**src/rtl/alu_pkg.sv**
```systemverilog
// Shared ALU package: function-code constants and default datapath width.
// Used by both the function decoder and the result encoder.
package alu_pkg;

   localparam int unsigned ALU_OUT_WIDTH = 16;
   localparam int unsigned FUNC_W        = 2;

   typedef enum logic [FUNC_W-1:0] {
      FUNC_ARITH = 2'b00,
      FUNC_LOGIC = 2'b01,
      FUNC_CMP   = 2'b10,
      FUNC_SHIFT = 2'b11
   } func_e;

endpackage

```
**src/rtl/alu_enc_fifo.sv**
```systemverilog
// Synchronous circular-buffer FIFO with occupancy level; empty head reads as zero.
module alu_enc_fifo #(
   parameter int unsigned WIDTH = 18,
   parameter int unsigned DEPTH = 4
) (
   input  logic                       clk,
   input  logic                       rst,
   input  logic                       push_i,
   input  logic                       pop_i,
   input  logic [WIDTH-1:0]           data_i,
   output logic [WIDTH-1:0]           data_o,
   output logic                       full_o,
   output logic                       empty_o,
   output logic [$clog2(DEPTH):0]     level_o
);

   localparam int unsigned PW = $clog2(DEPTH);
   localparam int unsigned LW = PW + 1;

   logic [WIDTH-1:0] mem_q [DEPTH];
   logic [PW-1:0]    wptr_q, wptr_d;
   logic [PW-1:0]    rptr_q, rptr_d;
   logic [LW-1:0]    level_q, level_d;
   logic             do_push, do_pop;

   assign full_o  = (level_q == LW'(DEPTH));
   assign empty_o = (level_q == '0);
   assign level_o = level_q;
   assign data_o  = empty_o ? '0 : mem_q[rptr_q];

   // A push into a full buffer is only legal when the head leaves in the same cycle.
   always_comb begin
      do_pop  = pop_i && !empty_o;
      do_push = push_i && (!full_o || do_pop);
      wptr_d  = wptr_q;
      rptr_d  = rptr_q;
      level_d = level_q;
      if (do_push) wptr_d = wptr_q + PW'(1);
      if (do_pop)  rptr_d = rptr_q + PW'(1);
      case ({do_push, do_pop})
         2'b10:   level_d = level_q + LW'(1);
         2'b01:   level_d = level_q - LW'(1);
         default: level_d = level_q;
      endcase
   end

   always_ff @(posedge clk) begin
      if (rst) begin
         wptr_q  <= '0;
         rptr_q  <= '0;
         level_q <= '0;
      end else begin
         wptr_q  <= wptr_d;
         rptr_q  <= rptr_d;
         level_q <= level_d;
      end
   end

   always_ff @(posedge clk) begin
      if (!rst && do_push) mem_q[wptr_q] <= data_i;
   end

endmodule

```
**src/rtl/alu_result_encoder.sv**
```systemverilog
// ALU return path: encodes the single active unit flag into a function code and queues {code, result}.
// Optional saturating multi-flag error counter enabled by defining ALU_ENC_ERR_CNT_EN.
module alu_result_encoder
   import alu_pkg::*;
#(
   parameter int unsigned OUT_WIDTH = ALU_OUT_WIDTH,
   parameter int unsigned DEPTH     = 4
) (
   input  logic                       CLK,
   input  logic                       RST,
   input  logic [OUT_WIDTH-1:0]       ENC_ARITH_OUT,
   input  logic [OUT_WIDTH-1:0]       ENC_LOGIC_OUT,
   input  logic [OUT_WIDTH-1:0]       ENC_CMP_OUT,
   input  logic [OUT_WIDTH-1:0]       ENC_SHIFT_OUT,
   input  logic                       ENC_ARITH_FLAG,
   input  logic                       ENC_LOGIC_FLAG,
   input  logic                       ENC_CMP_FLAG,
   input  logic                       ENC_SHIFT_FLAG,
   input  logic                       ENC_OUT_READY,
   output logic [OUT_WIDTH-1:0]       ENC_ALU_OUT,
   output logic [FUNC_W-1:0]          ENC_ALU_SRC,
   output logic                       ENC_OUT_VALID,
   output logic [$clog2(DEPTH):0]     ENC_LEVEL,
   output logic                       ENC_ERR,
   output logic                       ENC_OVF
`ifdef ALU_ENC_ERR_CNT_EN
   ,
   output logic [7:0]                 ENC_ERR_CNT
`endif
);

   localparam int unsigned DW = OUT_WIDTH + FUNC_W;

   logic [3:0]           flags;
   logic                 cand_valid;
   logic [FUNC_W-1:0]    cand_code;
   logic [OUT_WIDTH-1:0] cand_data;
   logic                 multi;
   logic                 pop, push, drop;
   logic                 fifo_full, fifo_empty;
   logic [DW-1:0]        head;
   logic                 err_q, ovf_q;

   assign flags = {ENC_SHIFT_FLAG, ENC_CMP_FLAG, ENC_LOGIC_FLAG, ENC_ARITH_FLAG};

   // Only a one-hot flag set yields a candidate; any multi-flag pattern is an error, never resolved.
   always_comb begin
      cand_valid = 1'b0;
      cand_code  = FUNC_ARITH;
      cand_data  = '0;
      multi      = 1'b0;
      case (flags)
         4'b0000: ;
         4'b0001: begin cand_valid = 1'b1; cand_code = FUNC_ARITH; cand_data = ENC_ARITH_OUT; end
         4'b0010: begin cand_valid = 1'b1; cand_code = FUNC_LOGIC; cand_data = ENC_LOGIC_OUT; end
         4'b0100: begin cand_valid = 1'b1; cand_code = FUNC_CMP;   cand_data = ENC_CMP_OUT;   end
         4'b1000: begin cand_valid = 1'b1; cand_code = FUNC_SHIFT; cand_data = ENC_SHIFT_OUT; end
         default: multi = 1'b1;
      endcase
   end

   assign pop  = ENC_OUT_VALID && ENC_OUT_READY;
   assign push = cand_valid && (!fifo_full || pop);
   assign drop = cand_valid && fifo_full && !pop;

   alu_enc_fifo #(
      .WIDTH (DW),
      .DEPTH (DEPTH)
   ) u_fifo (
      .clk     (CLK),
      .rst     (RST),
      .push_i  (push),
      .pop_i   (pop),
      .data_i  ({cand_code, cand_data}),
      .data_o  (head),
      .full_o  (fifo_full),
      .empty_o (fifo_empty),
      .level_o (ENC_LEVEL)
   );

   assign ENC_OUT_VALID = !fifo_empty;
   assign ENC_ALU_SRC   = head[DW-1 -: FUNC_W];
   assign ENC_ALU_OUT   = head[OUT_WIDTH-1:0];
   assign ENC_ERR       = err_q;
   assign ENC_OVF       = ovf_q;

   always_ff @(posedge CLK) begin
      if (RST) begin
         err_q <= 1'b0;
         ovf_q <= 1'b0;
      end else begin
         err_q <= multi;
         ovf_q <= drop;
      end
   end

`ifdef ALU_ENC_ERR_CNT_EN
   logic [7:0] err_cnt_q;

   always_ff @(posedge CLK) begin
      if (RST)                            err_cnt_q <= '0;
      else if (multi && err_cnt_q != '1)  err_cnt_q <= err_cnt_q + 8'd1;
   end

   assign ENC_ERR_CNT = err_cnt_q;
`endif

endmodule

```
**config.mk**
```make
export PLATFORM = sky130hd
export DESIGN_NAME = alu_result_encoder
export DESIGN_NICKNAME = d
export VERILOG_FILES = /design/src/rtl/alu_pkg.sv /design/src/rtl/alu_enc_fifo.sv /design/src/rtl/alu_result_encoder.sv
export SDC_FILE = /design/constraint.sdc
export NUM_CORES = 1
export LEC_CHECK = 0
export CORE_MARGIN = 5
export CORE_UTILIZATION = 45
export DETAILED_ROUTE_END_ITERATION = 6
export PLACE_DENSITY = 0.74
export SLEW_MARGIN = 0
export SYNTH_ARGS = -nofsm -noshare
export SYNTH_HDL_FRONTEND = slang
export SYNTH_SLANG_ARGS = --single-unit
```
**constraint.sdc**
```tcl
create_clock -name CLK -period 5 [get_ports CLK]
set_input_delay 1 -clock CLK [delete_from_list [all_inputs] [get_ports CLK]]
set_output_delay 1 -clock CLK [all_outputs]
set_load 0.1 [all_outputs]
```
==> key figures, run 1 <==
Logic synthesis
  • Seq/Total Area, Yosys: 63.0%
  • Mapped Area: 3780 um2
  • Cell taking the most area after synthesis: edfxtp_1
  • Gate Count Post-Synth: 247
  • Area share of the largest cell type after synthesis: 57.2%
  • Post-synth EDFFs: 72
  • Ys flop type: edfxtp_1
  • Syn_area_per_cell: 15.3 um2
  • Post-synthesis cell type count: 38
  • Fraction of registers with async set/reset: 0%
  • Syn_nets: 324
  • Synth area leaders: edfxtp_1 57%, mux4_2 11%, a22oi_1 6.0%
  • Synth Warn #: 0
  • Flops & latches, synth: 83

Clock tree
  • Num Clock Sinks: 83
  • Clock Tree Root: clkbuf_8
  • CTS tree: built
  • H-tree depth: 3
  • Worst skew pair latency: 0.34 ns
  • Post-cts sizing count: 0
  • Setup bufs post-CTS: 0
  • Register clock-pin slew on the reported worst setup and hold paths: 0.08 ns
  • Cts hold-fix bufs: 0
  • Clock buffer depth: 2
  • CTS Buf Count: 9

Worst setup path
  • Critical Path AT: 2.95 ns
  • Critical path startpoint category: flip-flop
  • Critical path endpoint category: output port
  • R2R depth: 8
  • Crit path max-delay family: buffers and inverters
  • CP max stage cell: clkdlybuf4s50_1
  • Critical Path Max Stage Delay: 0.97 ns
  • Critical path, cell by cell: buf_4 -> mux4_2 -> and2_1 -> clkdlybuf4s50_1
  • CP max FO: 13
  • Crit path buf inv count: 2
  • Crit path kind: reg2out
  • Critical path depth: 4
  • WP data required: 4.00 ns

Finish
  • Share of layout cells above drive strength 1: 12.8%
  • Layout area overhead: 31.3%
  • Util after Layout: 60.4%
  • Fin nets: 416
  • Commonest non-fill, non-tap cell in the layout: clkdlybuf4s50_1
  • Most frequent cells in the layout: 94 x clkdlybuf4s50_1, 72 x edfxtp_1, 30 x a22oi_1
  • Diode count: 0
  • Cell Count, Final, Fillers Out: 449

Timing
  • Actual slew at the worst max-slew pin: 1.08 ns
  • Max-Slew Margin vs Limit: 27.8%
  • Final setup fails: 0
  • Fin crit period: 3.95 ns
  • RSZ-0062 raised after global routing: false
  • Final Hold Fails: 0
  • Clock Skews: 0.00882 ns
  • Max-slew violations: 0
  • Final period utilization: 79.0%
  • F_max: 253 MHz
  • Setup TNS Final: 0 ns
  • Worst setup margin: 1.05 ns

Global route
  • Initial antenna violation count: 0
  • First-pass GRT wire length: 12900 um
  • Largest net degree at the start of global routing: 22
  • Vias in the first global route: 2570
  • Total grt overflow: 0
  • GRT Total Usage: 16.8%

Route
  • DR top layer: met4
  • Vias: 2443
  • Avg Vias per Cell: 5.44
  • DR WL/cell: 18.6 um
  • Remaining DRCs: 0
  • Post-Route WL: 8350 um
  • Initial DRC Count: 148
  • Routed Antenna Nets: 0
  • M1 wire length: 3360 um
  • Wire length on met2: 4030 um
  • Initial DRT Pass Iterations: 4
  • WL met3: 851 um

Run
  • Max-cap violations: 0

Floorplanning
  • # rows: 33
  • Die height: 102 um
  • Initial Util: 46.0%
  • DIE WIDTH: 102 um
  • Area of the die: 10300 um2
  • I/O pin cnt: 95
  • Total core area: 8220 um2

Power and ir drop
  • Pwr Density: 505 nW/um2
  • Static leakage: 1.57 nW
  • Worst IR Drop VDD: 0.000261 V
  • Tot Pwr: 2.51 mW

Placed design
  • DP Cell Count: 433
  • Dpl hpwl: 5950 um
  • Routability cong.: 0.797
  • Worst slack, placed: 1.13 ns
  • PortBufs: 94

Run status
  • Run status: finished clean

Hold path
  • Hold crit path type: reg2reg
  • Hold depth: 2
cell usage after synthesis (all sizes together), types with 2 or more instances:
| cell type | count |
|---|---|
| edfxtp | 72 |
| a22oi | 30 |
| and2 | 23 |
| mux4 | 18 |
| o21ai | 17 |
| nor2 | 13 |
| buf | 11 |
| dfxtp | 11 |
| inv | 6 |
| clkbuf | 5 |
| ha | 5 |
| a21oi | 4 |
| nor3 | 4 |
| nor4b | 4 |
| xor2 | 4 |
| nand2b | 2 |
| nand3 | 2 |
| nand3b | 2 |
| or2 | 2 |
| or3 | 2 |
| xnor2 | 2 |
logic make-up after synthesis:
kind of cell | Yosys count | share of synthesized area (%)
and+or+nand+nor | 57 | 9.82
muxes | 20 | 11.4
buffers and inverters | 22 | 3.01
xor gates and xnor gates | 6 | 1.39
DFF | 83 | 63.0
AOI/OAI and AO/OA | 53 | 9.23
adders and majority gates | 6 | 2.18
worst min-delay path, stage by stage, from the launching register on:
cell	delay [ns]
dfxtp_1	0.35
o21ai_0	0.08
a21oi_1	0.06
area by class of cell:
| class | instances | area, um2 |
|---|---|---|
| fillers | 628 | 3250 |
| flip-flops and latches | 83 | 2380 |
| multi-input cells | 142 | 1290 |
| repair buffers | 97 | 963 |
| clock buffers | 11 | 131 |
| well taps | 105 | 131 |
| clock inverters | 5 | 38.8 |
| inverters | 6 | 22.5 |
state kept, by name (all words and copies together) (netlist names), named ones only:
name            cells
ENC_ERR             1
ENC_OVF             1
u_fifo.level_o      3
u_fifo.mem_q       72
u_fifo.rptr_q       2
u_fifo.wptr_q       2
final timing paths:
path	from	end	slack [ns]
hold / removal	u_fifo.level_o[2]$_SDFFE_PP0P_	u_fifo.level_o[2]$_SDFFE_PP0P_	0.53
setup reg to reg	u_fifo.level_o[0]$_SDFFE_PP0P_	u_fifo.level_o[2]$_SDFFE_PP0P_	2.41
setup / recovery	flip-flop	ENC_ALU_OUT[6]	1.05
hold reg to reg	u_fifo.level_o[2]$_SDFFE_PP0P_	u_fifo.level_o[2]$_SDFFE_PP0P_	0.53
metrics by stage:
step / hold slack [ns] / instance area, um2
after floorplan: 0.481 / 3780
after global routing: 0.558 / 4960
final: 0.530 / 4960
after detailed placement: 0.515 / 4790
after CTS: 0.529 / 4960
after global placement: 0.500 / 4790
per-layer routing:
layer	vias to the layer above	global-route usage (%)
met5	-	0
met4	0	6.75
met3	9	3.79
met2	109	28.1
met1	1178	21.2
li1	1147	-
where the power goes:
group / total (mW) / switching [mW] / leakage, nW / internal (mW)
Sequential: 0.824 / 0.0386 / 0.733 / 0.786
Combinational: 1.28 / 0.906 / 0.762 / 0.371
Clock: 0.404 / 0.222 / 0.0722 / 0.182
(Power assumes the default switching activity.)
==> run 2: changes to the inputs <==
Clock period 5 ns to 3.9 ns, I/O delays scaled along.
==> run 2 against run 1 <==
Against the previous run: sequential cell count unchanged; die area is the same; clock-buffer cell count down 2; critical path depth is 7 higher; register-to-register slack lost 1.1 ns; largest power group unchanged.
==> key figures, run 2 (same netlist as run 1, synthesis figures left out) <==
Clock tree
  • H-tree depth: 3 (unchanged)
  • Cts hold-fix bufs: 0 (unchanged)
  • Num Clock Sinks: 83 (unchanged)
  • Register clock-pin slew on the reported worst setup and hold paths: 0.08 ns (about the same)
  • Clock Tree Root: clkbuf_8
  • Worst skew pair latency: 0.34 ns (about the same)
  • CTS tree: built
  • Clock buffer depth: 2 (unchanged)
  • Setup bufs post-CTS: 0 (unchanged)
  • Post-cts sizing count: 0 (unchanged)
  • CTS Buf Count: 9 (unchanged)

Global route
  • Initial antenna violation count: 0 (unchanged)
  • Total grt overflow: 0 (unchanged)
  • Largest net degree at the start of global routing: 22 (unchanged)
  • Vias in the first global route: 2607 (+1.4%)
  • GRT Total Usage: 16.9% (+0.11 points)
  • First-pass GRT wire length: 13000 um (+1.1%)

Finish
  • Fin nets: 422 (+1.4%)
  • Fillcell total: 641 (+2.1%)
  • Layout area overhead: 33.0%
  • Diode count: 0 (unchanged)
  • Cell Count, Final, Fillers Out: 455 (+1.3%)
  • Most frequent cells in the layout: 75 x clkdlybuf4s50_1, 72 x edfxtp_1, 30 x a22oi_1
  • Share of layout cells above drive strength 1: 20.0% (+7.2 points)
  • Number of flip-flops in the largest register: 72 (unchanged)
  • Top reg by flops: u_fifo.mem_q
  • Commonest non-fill, non-tap cell in the layout: clkdlybuf4s50_1

Worst setup path
  • WP data required: 4.17 ns (+0.17 ns)
  • Critical path endpoint category: flip-flop
  • Critical path startpoint category: input pin
  • R2r setup slk: 1.34 ns (-1.07 ns)
  • Reg-to-Reg End: u_fifo.level_o[2]$_SDFFE_PP0P_
  • Crit path kind: in2reg
  • R2R depth: 8 (unchanged)
  • CP max FO: 12 (-1)
  • Capture point of the critical path: u_fifo.level_o[2]$_SDFFE_PP0P_
  • Setup crit start: ENC_ARITH_FLAG
  • Reg2reg start: u_fifo.level_o[0]$_SDFFE_PP0P_
  • Critical Path AT: 3.48 ns (+0.53 ns)

Timing
  • Worst setup margin: 0.696 ns (-0.355 ns)
  • Final period utilization: 82.1%
  • Final setup fails: 0 (unchanged)
  • F_max: 312 MHz
  • RSZ-0062 raised after global routing: false
  • Clock Skews: 0.00885 ns (+0.0000321 ns)
  • Max-Slew Margin vs Limit: 34.1% (+6.3 points)
  • Fin crit period: 3.20 ns
  • Setup TNS Final: 0 ns (unchanged)
  • Actual slew at the worst max-slew pin: 0.985 ns (-0.0936 ns)
  • Final Hold Fails: 0 (unchanged)
  • Max-slew violations: 0 (unchanged)

Route
  • Avg Vias per Cell: 5.38 (-1.2%)
  • Post-Route WL: 8490 um (+1.7%)
  • Vias: 2447 (+0.16%)
  • Initial DRC Count: 112 (-24%)
  • Routed Antenna Nets: 0 (unchanged)
  • Initial DRT Pass Iterations: 4 (unchanged)
  • Remaining DRCs: 0 (unchanged)
  • DR WL/cell: 18.7 um (+0.31%)

Floorplanning
  • Die height: 102 um (unchanged)
  • # rows: 33 (unchanged)
  • Area of the die: 10300 um2 (unchanged)
  • I/O pin cnt: 95 (unchanged)
  • Initial Util: 46.0% (unchanged)
  • Total core area: 8220 um2 (unchanged)
  • DIE WIDTH: 102 um (unchanged)

Power and ir drop
  • Static leakage: 1.68 nW (+7.0%)
  • Pwr Density: 670 nW/um2 (+33%)
  • Tot Pwr: 3.37 mW (+35%)
  • Worst IR Drop VDD: 0.000362 V (+39%)

Placed design
  • Routability cong.: 0.791 (-0.80%)
  • DP Cell Count: 439 (+1.4%)
  • Worst slack, placed: 0.327 ns (-0.800 ns)
  • PortBufs: 94 (unchanged)
  • Dpl hpwl: 6000 um (+0.83%)

Hold path
  • Hold crit path type: reg2reg

Run
  • Max-cap violations: 0 (unchanged)

Run status
  • Run status: finished clean
-- run 2: changes by cell type in the layout (fill, tap and decap cells not counted), sizes merged --
cell           change
clkinvlp           -3
clkbuf             -2
bufinv             +3
clkdlybuf4s50     -19
buf               +25
clkinv             +2
-- run 2: power breakdown --
part	internal, mW	leakage, nW	total, mW	switching [mW]
clock	0.424	0.117	0.714	0.290
sequential	1.01	0.733	1.04	0.0331
combinational	0.441	0.828	1.62	1.17
-- run 2: layout make-up --
class	instances	area, um2	share of cell area [%]
well taps	105	131	2.61
multi-input cells	142	1290	25.7
repair buffers	103	961	19.1
flip-flops and latches	83	2380	47.4
inverters	6	22.5	0.448
clock inverters	7	115	2.29
clock buffers	9	124	2.46
-- run 2: per-stage QoR --
stage / area, um2 / hold WS (ns) / util, %
final: 5030 / 0.536 / 61.2
after global routing: 5030 / 0.573 / 61.2
after CTS: 5030 / 0.540 / 61.2
after detailed placement: 4790 / 0.520 / 58.3
after global placement: 4790 / 0.504 / 58.3
after floorplan: 3780 / 0.481 / -
-- run 2: how the worst min path moves through the flow --
stage                                   start                        endpoint  slack (ns)  cells past startpoint
3_3_place_gp   u_fifo.level_o[2]$_SDFFE_PP0P_  u_fifo.level_o[2]$_SDFFE_PP0P_        0.50                      2
4_1_cts         u_fifo.wptr_q[1]$_SDFFE_PP0P_   u_fifo.wptr_q[1]$_SDFFE_PP0P_        0.54                      2
5_1_grt         u_fifo.wptr_q[1]$_SDFFE_PP0P_   u_fifo.wptr_q[1]$_SDFFE_PP0P_        0.57                      2
6_report       u_fifo.level_o[2]$_SDFFE_PP0P_  u_fifo.level_o[2]$_SDFFE_PP0P_        0.54                      2
2_1_floorplan   u_fifo.wptr_q[1]$_SDFFE_PP0P_   u_fifo.wptr_q[1]$_SDFFE_PP0P_        0.48                      2
3_5_place_dp    u_fifo.rptr_q[1]$_SDFFE_PP0P_   u_fifo.rptr_q[1]$_SDFFE_PP0P_        0.52                      2
-- run 2: critical path, stage by stage --
cell and delay [ns]:
clkdlybuf4s50_1 0.79, xor2_1 0.16, a211oi_2 0.38, nor2_4 0.09, inv_1 0.07, ha_1 0.18
inv_1 0.06, fa_1 0.37, xor2_1 0.15, or3_1 0.30, a21oi_1 0.13
-- run 2: layer usage --
metal	vias up	GRT usage [%]	share of wire, %
met4	0	6.75	1.4
met3	9	3.17	8.1
met5	-	0	0
li1	1157	-	-
met1	1182	20.9	41
met2	99	29.2	50
